<file path="src/rtl/uart_tx_scheduler.sv">
// rtl/uart_tx_scheduler.sv - round-robin scheduler sharing one UART transmitter
//
// Grants one requester per frame, loads the transmitter's holding and status
// words, times the frame by counting bit ticks and acks the winner.
//
// Ports:
//   the_new_generated_clock       clock shared with the transmitter
//   reset                         synchronous, active-high
//   sampling_pulse[3:0]           transmitter sampling bus; 4'b1000 = bit boundary
//   cfg_data_bits/parity/stop     frame format, captured at arbitration
//   req_valid[NUM_REQ]            per-requester request, held until ack
//   req_data[NUM_REQ*DATA_W]      payloads, requester i owns [i*DATA_W +: DATA_W]
//   req_grant[NUM_REQ]            one-hot current owner, 0 when idle
//   req_ack[NUM_REQ]              one-cycle pulse at frame end
//   req_err                       one-cycle pulse with ack on a rejected config
//   busy                          high from LOAD through DONE
//   Transmitter_Holding_Register  {0, payload masked to data bits}
//   Transmitter_Status            {24'b0, stop, parity, data_bits, STA_TX}
module uart_tx_scheduler #(
  parameter int NUM_REQ = 4,
  parameter int DATA_W  = 9
) (
  input  logic                      the_new_generated_clock,
  input  logic                      reset,
  input  logic [3:0]                sampling_pulse,
  input  logic [3:0]                cfg_data_bits,
  input  logic                      cfg_parity,
  input  logic [1:0]                cfg_stop,
  input  logic [NUM_REQ-1:0]        req_valid,
  input  logic [NUM_REQ*DATA_W-1:0] req_data,
  output logic [NUM_REQ-1:0]        req_grant,
  output logic [NUM_REQ-1:0]        req_ack,
  output logic                      req_err,
  output logic                      busy,
  output logic [31:0]               Transmitter_Holding_Register,
  output logic [31:0]               Transmitter_Status
);

  localparam int PTR_W = $clog2(NUM_REQ);

  typedef enum logic [2:0] {
    S_IDLE,
    S_ARB,
    S_LOAD,
    S_SEND,
    S_DONE
  } state_t;

  state_t             state;
  logic [PTR_W-1:0]   rr_ptr;
  logic [PTR_W-1:0]   winner;
  logic [3:0]         sp_prev;
  logic [4:0]         tick_cnt;
  logic [4:0]         frame_bits;
  logic [3:0]         cap_data_bits;
  logic               cap_parity;
  logic [1:0]         cap_stop;

  logic               tick;
  logic               cfg_legal;
  logic               arb_found;
  logic [PTR_W-1:0]   arb_idx;
  logic [NUM_REQ-1:0] arb_onehot;
  int                 scan;
  logic [DATA_W-1:0]  win_payload;
  logic [DATA_W-1:0]  masked_payload;

  // Edge-detect the bit boundary so a held 4'b1000 yields a single tick.
  assign tick = (sampling_pulse == 4'b1000) && (sp_prev != 4'b1000);

  assign cfg_legal = (cfg_data_bits >= 4'd5) && (cfg_data_bits <= 4'd9) &&
                     ((cfg_stop == 2'd1) || (cfg_stop == 2'd2));

  // First asserted request at or after rr_ptr, wrapping around.
  always_comb begin
    arb_found = 1'b0;
    arb_idx   = '0;
    scan      = 0;
    for (int k = 0; k < NUM_REQ; k++) begin
      scan = int'(rr_ptr) + k;
      if (scan >= NUM_REQ) scan = scan - NUM_REQ;
      if (!arb_found && req_valid[PTR_W'(scan)]) begin
        arb_found = 1'b1;
        arb_idx   = PTR_W'(scan);
      end
    end
  end

  always_comb begin
    arb_onehot          = '0;
    arb_onehot[arb_idx] = 1'b1;
  end

  // Payload bits beyond the configured length never reach the transmitter.
  always_comb begin
    win_payload    = req_data[int'(winner)*DATA_W +: DATA_W];
    masked_payload = '0;
    for (int i = 0; i < DATA_W; i++) begin
      masked_payload[i] = win_payload[i] && (i < int'(cap_data_bits));
    end
  end

  always_ff @(posedge the_new_generated_clock) begin
    if (reset) begin
      state                        <= S_IDLE;
      rr_ptr                       <= '0;
      winner                       <= '0;
      sp_prev                      <= '0;
      tick_cnt                     <= '0;
      frame_bits                   <= '0;
      cap_data_bits                <= '0;
      cap_parity                   <= 1'b0;
      cap_stop                     <= '0;
      req_grant                    <= '0;
      req_ack                      <= '0;
      req_err                      <= 1'b0;
      busy                         <= 1'b0;
      Transmitter_Holding_Register <= '0;
      Transmitter_Status           <= '0;
    end else begin
      sp_prev <= sampling_pulse;
      req_ack <= '0;
      req_err <= 1'b0;
      case (state)
        S_IDLE: begin
          if (|req_valid) state <= S_ARB;
        end
        S_ARB: begin
          if (!arb_found) begin
            // Request withdrawn before arbitration; nothing to serve.
            state <= S_IDLE;
          end else begin
            winner        <= arb_idx;
            req_grant     <= arb_onehot;
            cap_data_bits <= cfg_data_bits;
            cap_parity    <= cfg_parity;
            cap_stop      <= cfg_stop;
            frame_bits    <= 5'd1 + 5'(cfg_data_bits) + 5'(cfg_parity) + 5'(cfg_stop);
            if (cfg_legal) begin
              busy  <= 1'b1;
              state <= S_LOAD;
            end else begin
              // Rejected format: skip the transmitter and ack with error.
              req_ack <= arb_onehot;
              req_err <= 1'b1;
              state   <= S_DONE;
            end
          end
        end
        S_LOAD: begin
          Transmitter_Holding_Register <= 32'(masked_payload);
          Transmitter_Status <= {24'b0, cap_stop, cap_parity, cap_data_bits, 1'b1};
          tick_cnt <= '0;
          state    <= S_SEND;
        end
        S_SEND: begin
          // First tick aligns the start bit, so the frame ends on tick frame_bits+1.
          if (tick) begin
            if (tick_cnt == frame_bits) begin
              Transmitter_Status[0] <= 1'b0;
              req_ack               <= req_grant;
              state                 <= S_DONE;
            end else begin
              tick_cnt <= tick_cnt + 5'd1;
            end
          end
        end
        S_DONE: begin
          req_grant <= '0;
          busy      <= 1'b0;
          rr_ptr    <= (winner == PTR_W'(NUM_REQ - 1)) ? '0 : winner + PTR_W'(1);
          state     <= S_IDLE;
        end
        default: state <= S_IDLE;
      endcase
    end
  end

endmodule
</file>
<file path="config.mk">
export PLATFORM = sky130hd
export DESIGN_NAME = uart_tx_scheduler
export DESIGN_NICKNAME = d
export VERILOG_FILES = /design/src/rtl/uart_tx_scheduler.sv
export SDC_FILE = /design/constraint.sdc
export NUM_CORES = 1
export LEC_CHECK = 0
export CAP_MARGIN = 20
export CORE_MARGIN = 2
export CORE_UTILIZATION = 39
export CTS_BUF_LIST = sky130_fd_sc_hd__clkbuf_16
export DETAILED_ROUTE_END_ITERATION = 8
export PLACE_DENSITY = 0.77
export SLEW_MARGIN = 10
export SYNTH_ARGS = -nofsm -noshare
export SYNTH_HDL_FRONTEND = slang
export SYNTH_SLANG_ARGS = --single-unit
</file>
<file path="constraint.sdc">
create_clock -name the_new_generated_clock -period 1.9 [get_ports the_new_generated_clock]
set_clock_uncertainty 0.1 [all_clocks]
set_input_delay 0.57 -clock the_new_generated_clock [delete_from_list [all_inputs] [get_ports the_new_generated_clock]]
set_output_delay 0.57 -clock the_new_generated_clock [all_outputs]
set_load 0.03 [all_outputs]
</file>
-- Word-level counts from Yosys, hierarchy flattened
Index checks and enable logic that the tools add are counted.
- output and inout bits: 74
- bits in registers: 55
- logic and storage cells: 150
- $mul: 1
- shift-type cells: 1
- eq/ne operators: 16
- reduce and logical (&&, ||, !) cells: 31
- bitwise operators: 2
- mux-type cells: 50
- $add $sub $neg: 12
- order comparisons: 21
- operators with widths (kind ; count):
    $shiftx A36 B7 Y9 ; 1
    $mux W4 ; 5
    $mux W1 ; 18
    $mux W2 ; 9
    $logic_and A1 B1 Y1 ; 16
    $lt A2 B4 Y1 const B ; 4
    $lt A3 B4 Y1 const A ; 4
    $pmux W4 S2 ; 2
    $mux W3 ; 5
    $ne A2 B2 Y1 const B ; 6
    $pmux W3 S4 ; 1
    $reduce_and A3 Y1 ; 4
    $mux W5 ; 2
    $pmux W5 S2 ; 1
    $ge A3 B3 Y1 const B ; 3
    $bmux W1 S2 ; 4
    $lt A1 B4 Y1 const A ; 2
    $lt A2 B4 Y1 const A ; 2
    $sub A2 B1 Y2 const B ; 4
    $add A2 B2 Y3 const B ; 2
    $eq A3 B2 Y1 const B ; 2
    $mul A2 B4 Y6 const B ; 1
    $add A1 B4 Y5 const A ; 1
    $add A5 B1 Y5 ; 1
    27 further kinds ; 34

-- Depth between registers and ports, before layout
- depth in word-level cells: 22
- gate-level depth with buffers: 10

-- Worst setup path after synthesis
No wires, ideal clock.
- kind: input to register
- start: in cfg_data_bits[0]
- end: reg frame_bits[2]
- slack: -0.127 ns
- required time: 1.672 ns
- arrival time: 1.800 ns
- stages on the path: 10
- library setup time: 0.128 ns
- cell sequence: inv_1 -> ha_1 -> inv_1 -> ha_1 -> inv_1 -> fa_1 -> nor2b_1 -> nor3_1 -> a21oi_1 -> nor2_1
- longest elaborated chain between the ends: 3
- ends and longest elaborated chain (item ; line ; source):
    from (decl) ; 26 ; input logic [3:0] cfg_data_bits,
    $add A1 B4 Y5 ; 138 ; frame_bits <= 5'd1 + 5'(cfg_data_bits) + 5'(cfg_parity) + 5'(cfg_stop);
    $add A5 B1 Y5 ; 138 ;
    $add A5 B2 Y5 ; 138 ;
    to (signal assigned) ; 138 ;
    to (decl) ; 54 ; logic [4:0] frame_bits;
Every way passes these cells.
A chain may end at the register's enable or synchronous reset.

-- Final worst setup path
- start: in sampling_pulse[1]
- end: reg tick_cnt[4]
- longest elaborated chain between the ends: 4
- ends and longest elaborated chain (item ; line ; source):
    from (decl) ; 25 ; input logic [3:0] sampling_pulse,
    $eq A4 B4 Y1 ; 69 ; assign tick = (sampling_pulse == 4'b1000) && (sp_prev != 4'b1000);
    $logic_and A1 B1 Y1 ; 69 ;
    $ne A2 B2 Y1 (no source line) ; -- ;
    $reduce_and A3 Y1 (no source line) ; -- ;
    to (signal assigned) ; 164 ; tick_cnt <= tick_cnt + 5'd1;
    to (decl) ; 53 ; logic [4:0] tick_cnt;
Every way passes these cells.

==> impl_metrics.py <==
metrics = {
    "cts": {
        "htree_levels": 2,
        "clock_sink_count": 55,
        "worstSkewPairLatency_ns": 0.29,
        "ctsHoldBuffers": 0,
        "root_buffer": "clkbuf_16",
        "numCtsBuffers": 5,
        "clk_path_buf_depth": 2,
        "cts_tree": "built",
        "clk_pin_slew_worst_paths_ns": 0.07,
    },
    "setup_path": {
        "critical_path_arrival_ns": 1.95,
        "critPathKind": "primary input to flip-flop",
        "crit_family": "simple AND/OR/NAND/NOR gates",
        "cp_max_fo": 4,
        "slowest_delay_ns": 0.38,
        "critPathRequiredTime_ns": 2.02,
        "slowest_stage": "a221o_1",
        "critPathBufInv": 1,
        "endpoint_kind": "flip-flop",
        "start_kind": "primary input",
        "crit_chain": "clkdlybuf4s15_2, nor4b_4, nand2b_1, a221o_1, or3_1, a21oi_1",
    },
    "grt": {
        "grt_pass1_wl_mm": 11.2,
        "grt_pass1_vias": 2475,
        "antenna_found_initial": 0,
        "grt_max_degree": 22,
        "grt_overflow_total": 0,
        "grt_util_all_layers_pct": 16.2,
    },
    "detailed_routing": {
        "final_antenna_net_count": 0,
        "drc": 0,
        "routed_via_density": 4.77,
        "route.vias.total": 2703,
        "drt-total-wl_mm": 7.05,
        "wire_per_inst_microns": 12.4,
        "drt_iter0_markers": 161,
        "firstDrtPassIters": 4,
    },
    "yosys": {
        "ys.flop_type": "dfxtp_1",
        "syn_area_sq_um": 3040,
        "synth_top_area_share_pct": 36.3,
        "yosysWarnings": 0,
        "synth-edff-count": 0,
        "ys_ff_latch": 55,
        "synth_area_leaders": "dfxtp_1 36%, buf_4 12%, a21oi_1 8.2%",
        "ys_seq_area_share_pct": 36.3,
        "synth_cells": 358,
        "synthTopCellsByCount": "55 x dfxtp_1, 53 x nand2_1, 50 x a21oi_1",
        "yosysTopAreaCell": "dfxtp_1",
        "synthArstFlopShare_pct": 0,
        "synth.avg_cell_area_sq_um": 8.48,
        "synth_cell_types": 50,
        "yosysMostFrequentCell": "dfxtp_1",
    },
    "worst_hold_path": {
        "hold_class": "flip-flop to flip-flop",
    },
    "floorplan": {
        "die_y_microns": 92.2,
        "design.die.area_sq_um": 8500,
        "num_rows": 32,
        "core_sq_um": 7650,
        "start_util_pct": 39.7,
        "die-width_microns": 92.2,
        "ios": 127,
    },
    "final_layout": {
        "nFillCells": 687,
        "synthToLayoutAreaGrowth_pct": 39.6,
        "layout.nets": 525,
        "drive_gt1_share_pct": 18.1,
        "diodes": 0,
    },
    "power": {
        "power.total_w": 0.00297,
        "p_leak_nw": 1.82,
        "vdd_ir_drop_max_mv": 0.408,
        "p_per_area_nw_per_um2": 701,
    },
    "sta": {
        "setup_violations": 0,
        "period_share_pct": 96.4,
        "post-route-min-period_ns": 1.83,
        "finalHoldViolCount": 0,
        "setup_ws_ns": 0.0679,
        "maxSlewViolCount": 0,
        "whs_ns": 0.353,
        "max_freq_ghz": 0.546,
    },
    "flow_run": {
        "max-cap-violations": 0,
    },
    "place": {
        "hpwlAfterDp_mm": 5.43,
        "io_buffers": 79,
        "dp_slack_ns": -0.731,
        "place.gp.congestion": 0.802,
    },
    "run_status": {
        "status": "complete, no violations",
    },
}
power breakdown:
group	switching, W	internal [W]
combinational	0.000388	0.000309
sequential	0.0000412	0.00120
clock	0.000409	0.000626
per-layer routing:
layer / track usage (%) / vias up / routed length (microns)
met3: 2.38 / 4 / 275
met4: 4.10 / 0 / 57
met2: 28.6 / 77 / 3660
li1: - / 1355 / -
met1: 20.8 / 1267 / 3050
met5: 0 / - / 0
metrics by stage:
stage	utilization, %	instance area [sq um]	std cells	TNS (ns)
3_3_place_gp	52.9	4050	557	-12.23
4_1_cts	55.1	4210	568	0
6_report	55.4	4240	567	0
3_5_place_dp	52.9	4050	557	-12.84
5_1_grt	55.4	4240	567	-0.0451
2_1_floorplan	-	3260	404	-0.0927
sequential cells by signal (all words and copies together) (netlist names):
name	cells
cap_data_bits	4
tick_cnt	5
req_err	1
busy	1
cap_parity	1
Transmitter_Status	8
Transmitter_Holding_Register	9
winner	2
rr_ptr	2
state	3
cap_stop	2
req_grant	4
frame_bits	5
sp_prev	4
req_ack	4
cell type report:
type / instances / area, sq um / share of cell area [%]
clock buffers: 5 / 125 / 2.95
well taps: 102 / 128 / 3.01
clock inverters: 3 / 46.3 / 1.09
multi-input cells: 274 / 1740 / 41.1
inverters: 12 / 57.6 / 1.36
repair buffers: 116 / 1040 / 24.5
flip-flops and latches: 55 / 1100 / 26.0
worst min-delay path: stages (launching register included):
cell and delay (ns):
dfxtp_1 0.31, nand2_1 0.05, a21oi_1 0.05
final timing paths:
| kind | start | end | slack [ns] | cells after the start |
|---|---|---|---|---|
| setup / recovery | sampling_pulse[1] | tick_cnt[4] | 0.07 | 6 |
| hold / removal | Transmitter_Holding_Register[7] | Transmitter_Holding_Register[7] | 0.35 | 2 |
| setup reg to reg | tick_cnt[0] | tick_cnt[4] | 0.18 | 5 |
| hold reg to reg | Transmitter_Holding_Register[7] | Transmitter_Holding_Register[7] | 0.35 | 2 |
timing repair:
item	CTS	global route
pin swaps	12	5
endpoints found under the setup margin	55	9
resized for setup	55	16
buffers inserted	3	0
cell families (layout without fill, tap and decap cells):
family | Yosys count | after routing | synth area share (%)
AOI/OAI and AO/OA | 75 | 75 | 14.4
xor gates and xnor gates | 7 | 7 | 2.02
adders and majority gates | 8 | 8 | 3.54
buffers and inverters | 75 | 136 | 15.3
DFF | 55 | 55 | 36.3
muxes | 10 | 10 | 7.01
other | 1 | 47 | 0.124
and+or+nand+nor | 127 | 127 | 21.4
cells in the final DEF, fill, tap and decap left out, drive strengths merged, types with 4 or more instances in the layout:
cell type,instances
dfxtp,55
nand3b,6
clkbuf,7
or3,5
a21oi,51
ha,7
nor3,6
dlygate4sd2,32
nor2,12
clkdlybuf4s50,37
inv,13
mux4,9
conb,47
buf,40
nand3,14
xor2,4
nand2b,8
nor2b,9
o21ai,4
nand2,53
(Power assumes the default switching activity.)
